File: src/rtl/dna_pkg.sv
// Shared constants, state encoding and helpers for the DNA port responder.
package dna_pkg;

    localparam int DNA_WIDTH = 57;
    localparam int CNT_W     = 6;

    localparam logic [DNA_WIDTH-1:0] DNA_DEFAULT_ID = 57'h123456789ABCDEF;

    typedef enum logic [1:0] {
        ST_EMPTY    = 2'd0,
        ST_LOADED   = 2'd1,
        ST_SHIFTING = 2'd2,
        ST_DONE     = 2'd3
    } dna_state_e;

    function automatic logic [CNT_W-1:0] sat_inc(input logic [CNT_W-1:0] c);
        return (&c) ? c : c + 1'b1;
    endfunction

endpackage

File: src/rtl/sync_rise_det.sv
// Multi-flop synchronizer with a rising-edge detector that only arms once
// the synchronized input has been seen low after reset.
module sync_rise_det #(
    parameter int STAGES = 2
) (
    input  logic clk,
    input  logic rst_n,
    input  logic d,
    output logic level,
    output logic rise,
    output logic pre
);

    if (STAGES < 2) begin : g_bad_stages
        $error("sync_rise_det: STAGES must be at least 2");
    end

    logic [STAGES-1:0] sync;
    logic              prev;
    logic              armed;

    always_ff @(posedge clk or negedge rst_n) begin
        if (!rst_n) begin
            sync  <= '0;
            prev  <= 1'b0;
            armed <= 1'b0;
        end else begin
            sync  <= {sync[STAGES-2:0], d};
            prev  <= sync[STAGES-1];
            // A high level straight out of reset must not look like a rise.
            if (!sync[STAGES-1])
                armed <= 1'b1;
        end
    end

    assign level = sync[STAGES-1];
    assign pre   = prev;
    assign rise  = armed & sync[STAGES-1] & ~prev;

endmodule

File: src/rtl/dna_port_responder.sv
// Device-ID serial responder: oversamples the initiator's dna_clk and
// behaves like a DNA primitive (load on READ, MSB-first shift-out).
module dna_port_responder
    import dna_pkg::*;
#(
    parameter int                  ID_WIDTH    = DNA_WIDTH,
    parameter logic [ID_WIDTH-1:0] ID_VALUE    = ID_WIDTH'(DNA_DEFAULT_ID),
    parameter int                  SYNC_STAGES = 2
) (
    input  logic             clk,
    input  logic             rst_n,
    input  logic             dna_clk,
    input  logic             dna_read,
    input  logic             dna_shift,
    input  logic             dna_din,
    output logic             dna_dout,
    output logic             loaded,
    output logic [CNT_W-1:0] shift_cnt,
    output logic             done,
    output logic             shift_err
);

    if (ID_WIDTH < 2 || ID_WIDTH > 63) begin : g_bad_width
        $error("dna_port_responder: ID_WIDTH must be in 2..63");
    end
    if (SYNC_STAGES < 2) begin : g_bad_sync
        $error("dna_port_responder: SYNC_STAGES must be at least 2");
    end

    localparam logic [CNT_W-1:0] ID_CNT = CNT_W'(ID_WIDTH);

    logic clk_level, clk_rise, clk_pre;

    sync_rise_det #(.STAGES(SYNC_STAGES)) u_clk_det (
        .clk   (clk),
        .rst_n (rst_n),
        .d     (dna_clk),
        .level (clk_level),
        .rise  (clk_rise),
        .pre   (clk_pre)
    );

    logic unused_clk_levels;
    assign unused_clk_levels = &{1'b0, clk_level, clk_pre};

    // Controls ride a chain of the same depth plus one, so at the rise they
    // show the value from the cycle before the edge, as a primitive would.
    logic [SYNC_STAGES-1:0][2:0] ctl_sync;
    logic [2:0]                  ctl_pre;

    always_ff @(posedge clk or negedge rst_n) begin
        if (!rst_n) begin
            ctl_sync <= '0;
            ctl_pre  <= '0;
        end else begin
            ctl_sync <= {ctl_sync[SYNC_STAGES-2:0], {dna_read, dna_shift, dna_din}};
            ctl_pre  <= ctl_sync[SYNC_STAGES-1];
        end
    end

    logic rd_pre, sh_pre, din_pre;
    assign {rd_pre, sh_pre, din_pre} = ctl_pre;

    logic [ID_WIDTH-1:0] sr;
    dna_state_e          state;
    logic [CNT_W-1:0]    cnt_inc;

    assign cnt_inc = sat_inc(shift_cnt);

    always_ff @(posedge clk or negedge rst_n) begin
        if (!rst_n) begin
            sr        <= '0;
            dna_dout  <= 1'b0;
            loaded    <= 1'b0;
            shift_cnt <= '0;
            shift_err <= 1'b0;
            state     <= ST_EMPTY;
        end else begin
            dna_dout <= sr[ID_WIDTH-1];
            if (clk_rise) begin
                if (rd_pre) begin
                    sr        <= ID_VALUE;
                    shift_cnt <= '0;
                    loaded    <= 1'b1;
                    state     <= ST_LOADED;
                end else if (sh_pre) begin
                    sr        <= {sr[ID_WIDTH-2:0], din_pre};
                    shift_cnt <= cnt_inc;
                    case (state)
                        ST_EMPTY:    shift_err <= 1'b1;
                        ST_LOADED:   state <= (cnt_inc >= ID_CNT) ? ST_DONE : ST_SHIFTING;
                        ST_SHIFTING: if (cnt_inc >= ID_CNT) state <= ST_DONE;
                        default:     state <= ST_DONE;
                    endcase
                end
            end
        end
    end

    assign done = (shift_cnt >= ID_CNT);

endmodule
File: config.mk
export PLATFORM = sky130hd
export DESIGN_NAME = dna_port_responder
export DESIGN_NICKNAME = d
export VERILOG_FILES = /design/src/rtl/dna_pkg.sv /design/src/rtl/sync_rise_det.sv /design/src/rtl/dna_port_responder.sv
export SDC_FILE = /design/constraint.sdc
export NUM_CORES = 1
export LEC_CHECK = 0
export CORE_MARGIN = 2
export CORE_UTILIZATION = 63
export DETAILED_ROUTE_END_ITERATION = 10
export PLACE_DENSITY = 0.88
export RECOVER_POWER = 25
export SYNTH_ARGS = -nofsm -noshare
export SYNTH_HDL_FRONTEND = slang
export SYNTH_SLANG_ARGS = --single-unit
File: constraint.sdc
create_clock -name clk -period 3.8 [get_ports clk]
set_clock_uncertainty 0.2 [all_clocks]
set_input_delay 0.76 -clock clk [delete_from_list [all_inputs] [get_ports clk]]
set_output_delay 0.76 -clock clk [all_outputs]
set_load 0.05 [all_outputs]
==> qor.csv <==
stage,metric,value,unit
global_route,grt_use_total,23.0,%
layout,diodes,0,
die,die_area,5580,sq um
synth,synth_edf_count,0,
cts,cts_buffer_depth,2,
synth,synth_compound_area_share,13.3,%
pwr,power-per-cell-area,538,nW/um^2
pwr,max-vdd-ir-drop,0.388,mV
job,maxCapViolCount,1,
setup_path,worstSetupStartpointType,flip-flop,
global_route,antenna_found_initial,0,
die,io_pins,16,
setup_path,crit_fanout,9,
min_path,whs_endpoint,u_clk_det.sync[1]$_DFF_PN0_,
min_path,min_from,u_clk_det.sync[0]$_DFF_PN0_,
setup_path,r2r_cells,6,
synth,yosysUniqueCellTypes,39,
pwr,p_switching,467,uW
sta,tns,0,ns
placement,dpl.hpwl,3130,um
layout,most-common-layout-cells,"dfrtp_1 (81), nand2_1 (66), nand3_1 (32)",
placement,port_buffers,15,
placement,placed_cell_area,3310,sq um
synth,synth_top_family_by_area,simple AND/OR/NAND/NOR gates,
sta,timing.fmax,0.323,GHz
synth,async_reset_ff_share,100,%
placement,routabilityCongestion,0.850,
global_route,grt_pass1_wl,9410,um
global_route,grt_max_degree,82,
sta,finalCriticalPeriod,3.09,ns
synth,synth_xor_area_share,0,%
drt,drc,0,
synth,synthMuxAreaShare,0,%
synth,synth_seq_cells,81,
run_status,violations,"capacitance limit, slew limit",
sta,setup_viol,0,
setup_path,critPathRequiredTime,2.84,ns
die,die_h,74.7,um
cts,clk_pin_slew_worst_paths,0.07,ns
setup_path,path_cells,inv_1 > ha_1 > a21oi_1 > clkdlybuf4s50_1,
sta,layout_worst_path_cycle_share,81.4,%
setup_path,critPathBufInv,2,
synth,synthAdderAreaFrac,1.59,%
global_route,grt_overflow,0,
synth,syn_area_per_cell,11.2,sq um
cts,h-tree-depth,3,
setup_path,timing.rr.start,shift_cnt[0]$_DFFE_PN0P_,
setup_path,crit_type,reg2out,
synth,syn_nets,290,
synth,syn_area,3150,sq um
layout,postLayoutCellArea,3520,sq um
die,rows,25,
sta,rsz0062_at_grt,false,
sta,hold_viol,0,
drt,drt_iter0_drc,196,
cts,root_buffer,clkbuf_8,
pwr,pwr-share-comb,10.2,%
synth,synth.largest_area_cell,dfrtp_1,
layout,fin_nets,300,
drt,wire_per_inst,14.8,um
layout,final_common_cell,dfrtp_1,
setup_path,cp_data_arrival_time,2.13,ns
setup_path,critPathTopFamily,buffers and inverters,
cts,cts_hold_buf,0,
min_path,min_path_cells,0,
drt,finalWirelength,5340,um
cts,cts-buffers-inserted,9,
synth,ys_seq_area_share,64.4,%
drt,dr.pass1.iters,4,
synth,syn_inst,280,
synth,synth_top_area_share,64.4,%
cts,cts-resized-gates,0,
global_route,grt_pass1_vias,1988,
die,core_area,4790,sq um
run_status,status,"complete, but fails checks",
setup_path,max_stage_delay,0.82,ns
setup_path,end_kind,output port,
die,initial_utilization,65.8,%
sta,drv_slew,82,
layout,syn_to_final_growth,12.0,%
cts,clkLatencyLatePin,0.34,ns
min_path,holdCritPathClass,reg2reg,
pwr,seqPwrFrac,54.0,%
cts,cts_setup_buffers,0,
setup_path,crit_slowest_cell,clkdlybuf4s50_1,
drt,viasPerCell,5.71,
pwr,sw_frac_of_total,24.6,%
sta,slew_headroom,-23.4,%
pwr,p_leak,0.00163,uW
synth,synthFlopType,dfrtp_1,
layout,drive_above_1_share,9.49,%
cts,cts_tree,done,
pwr,pwr-share-clk,35.8,%
sta,whs,0.152,ns
setup_path,reg2reg_slack,1.75,ns
sta,tightest_slew,1.85,ns
drt,vias,2066,
setup_path,rr_endpoint,state[0]$_DFFE_PN0P_,
pwr,internal_power,1430,uW
synth,yosys.area_share.simple,17.4,%
die,chipWidth,74.7,um
layout,fin_cells,362,
synth,ys.warnings.count,0,
placement,dp_cells,346,
synth,synth.area.top_cells,"dfrtp_1 (64%), nand2_1 (7.9%), a22o_1 (7.2%), nand3_1 (5.1%), ha_1 (1.6%)",
cts,cts_sinks,81,
drt,antenna_left,0,
[layout make-up]
type,count,area [sq um]
fill,321,1260
sequential,81,2030
timing repair buffer,18,168
inverter,2,7.51
clock buffer,11,141
tap,67,83.8
multi-input combinational,178,1020
clock inverter,5,78.8
[metal layers]
layer	track usage, %	vias up	share of wire, %
li1	-	987	-
met1	33.5	1022	48
met2	33.6	49	46
met3	6.02	8	4.5
met4	9.72	0	1.8
met5	0	-	0
[flip-flops by register name (all words and copies together), names as in the netlist]
signal,count
u_clk_det.sync,2
ctl_pre,3
state,2
sr,57
ctl_sync,6
loaded,1
u_clk_det.pre,1
shift_err,1
shift_cnt,6
dna_dout,1
u_clk_det.armed,1
[power groups by stage]
stage                     Clock (uW)  Sequential [uW]  Combinational (uW)
after global placement             0             1030                 189
after detailed placement           0             1040                 197
after global routing             726             1040                 222
final                            680             1020                 194
after CTS                        692             1020                 198
after floorplan                    0             1040                 123
[cell families after synthesis]
family,Yosys count
buffers and inverters,21
flip-flops,81
AO/OA/AOI/OAI,53
AND/OR/NAND/NOR,121
adder cells (fa/ha/maj),4
[cells in the mapped netlist (2+ instances only)]
library cell   n
or2_2          2
nand3_1       32
buf_2          7
a21oi_1        7
nor2_1         7
dfrtp_1       81
clkbuf_1       9
nand2b_1       3
o22a_1         2
nand4b_1       2
and3_1         2
a22o_1        26
ha_1           4
nand2_1       66
o21ai_0        4
inv_1          2
buf_4          2
[worst max path at each step]
stage / startpoint / to / depth (start not counted)
6_report: shift_cnt[0]$_DFFE_PN0P_ / done / 4
5_1_grt: shift_cnt[0]$_DFFE_PN0P_ / done / 4
4_1_cts: shift_cnt[0]$_DFFE_PN0P_ / done / 4
3_5_place_dp: shift_cnt[0]$_DFFE_PN0P_ / done / 4
3_3_place_gp: shift_cnt[0]$_DFFE_PN0P_ / done / 4
2_1_floorplan: shift_cnt[0]$_DFFE_PN0P_ / done / 3
[per-stage QoR]
step	setup WS (ns)	utilization, %	power, uW
final	0.708	73.6	1900
after global routing	0.592	73.6	1990
after CTS	0.719	73.7	1910
after detailed placement	1.10	69.1	1240
after global placement	1.15	69.1	1220
after floorplan	0.960	-	1170
Power figures use the tool's default switching activity.
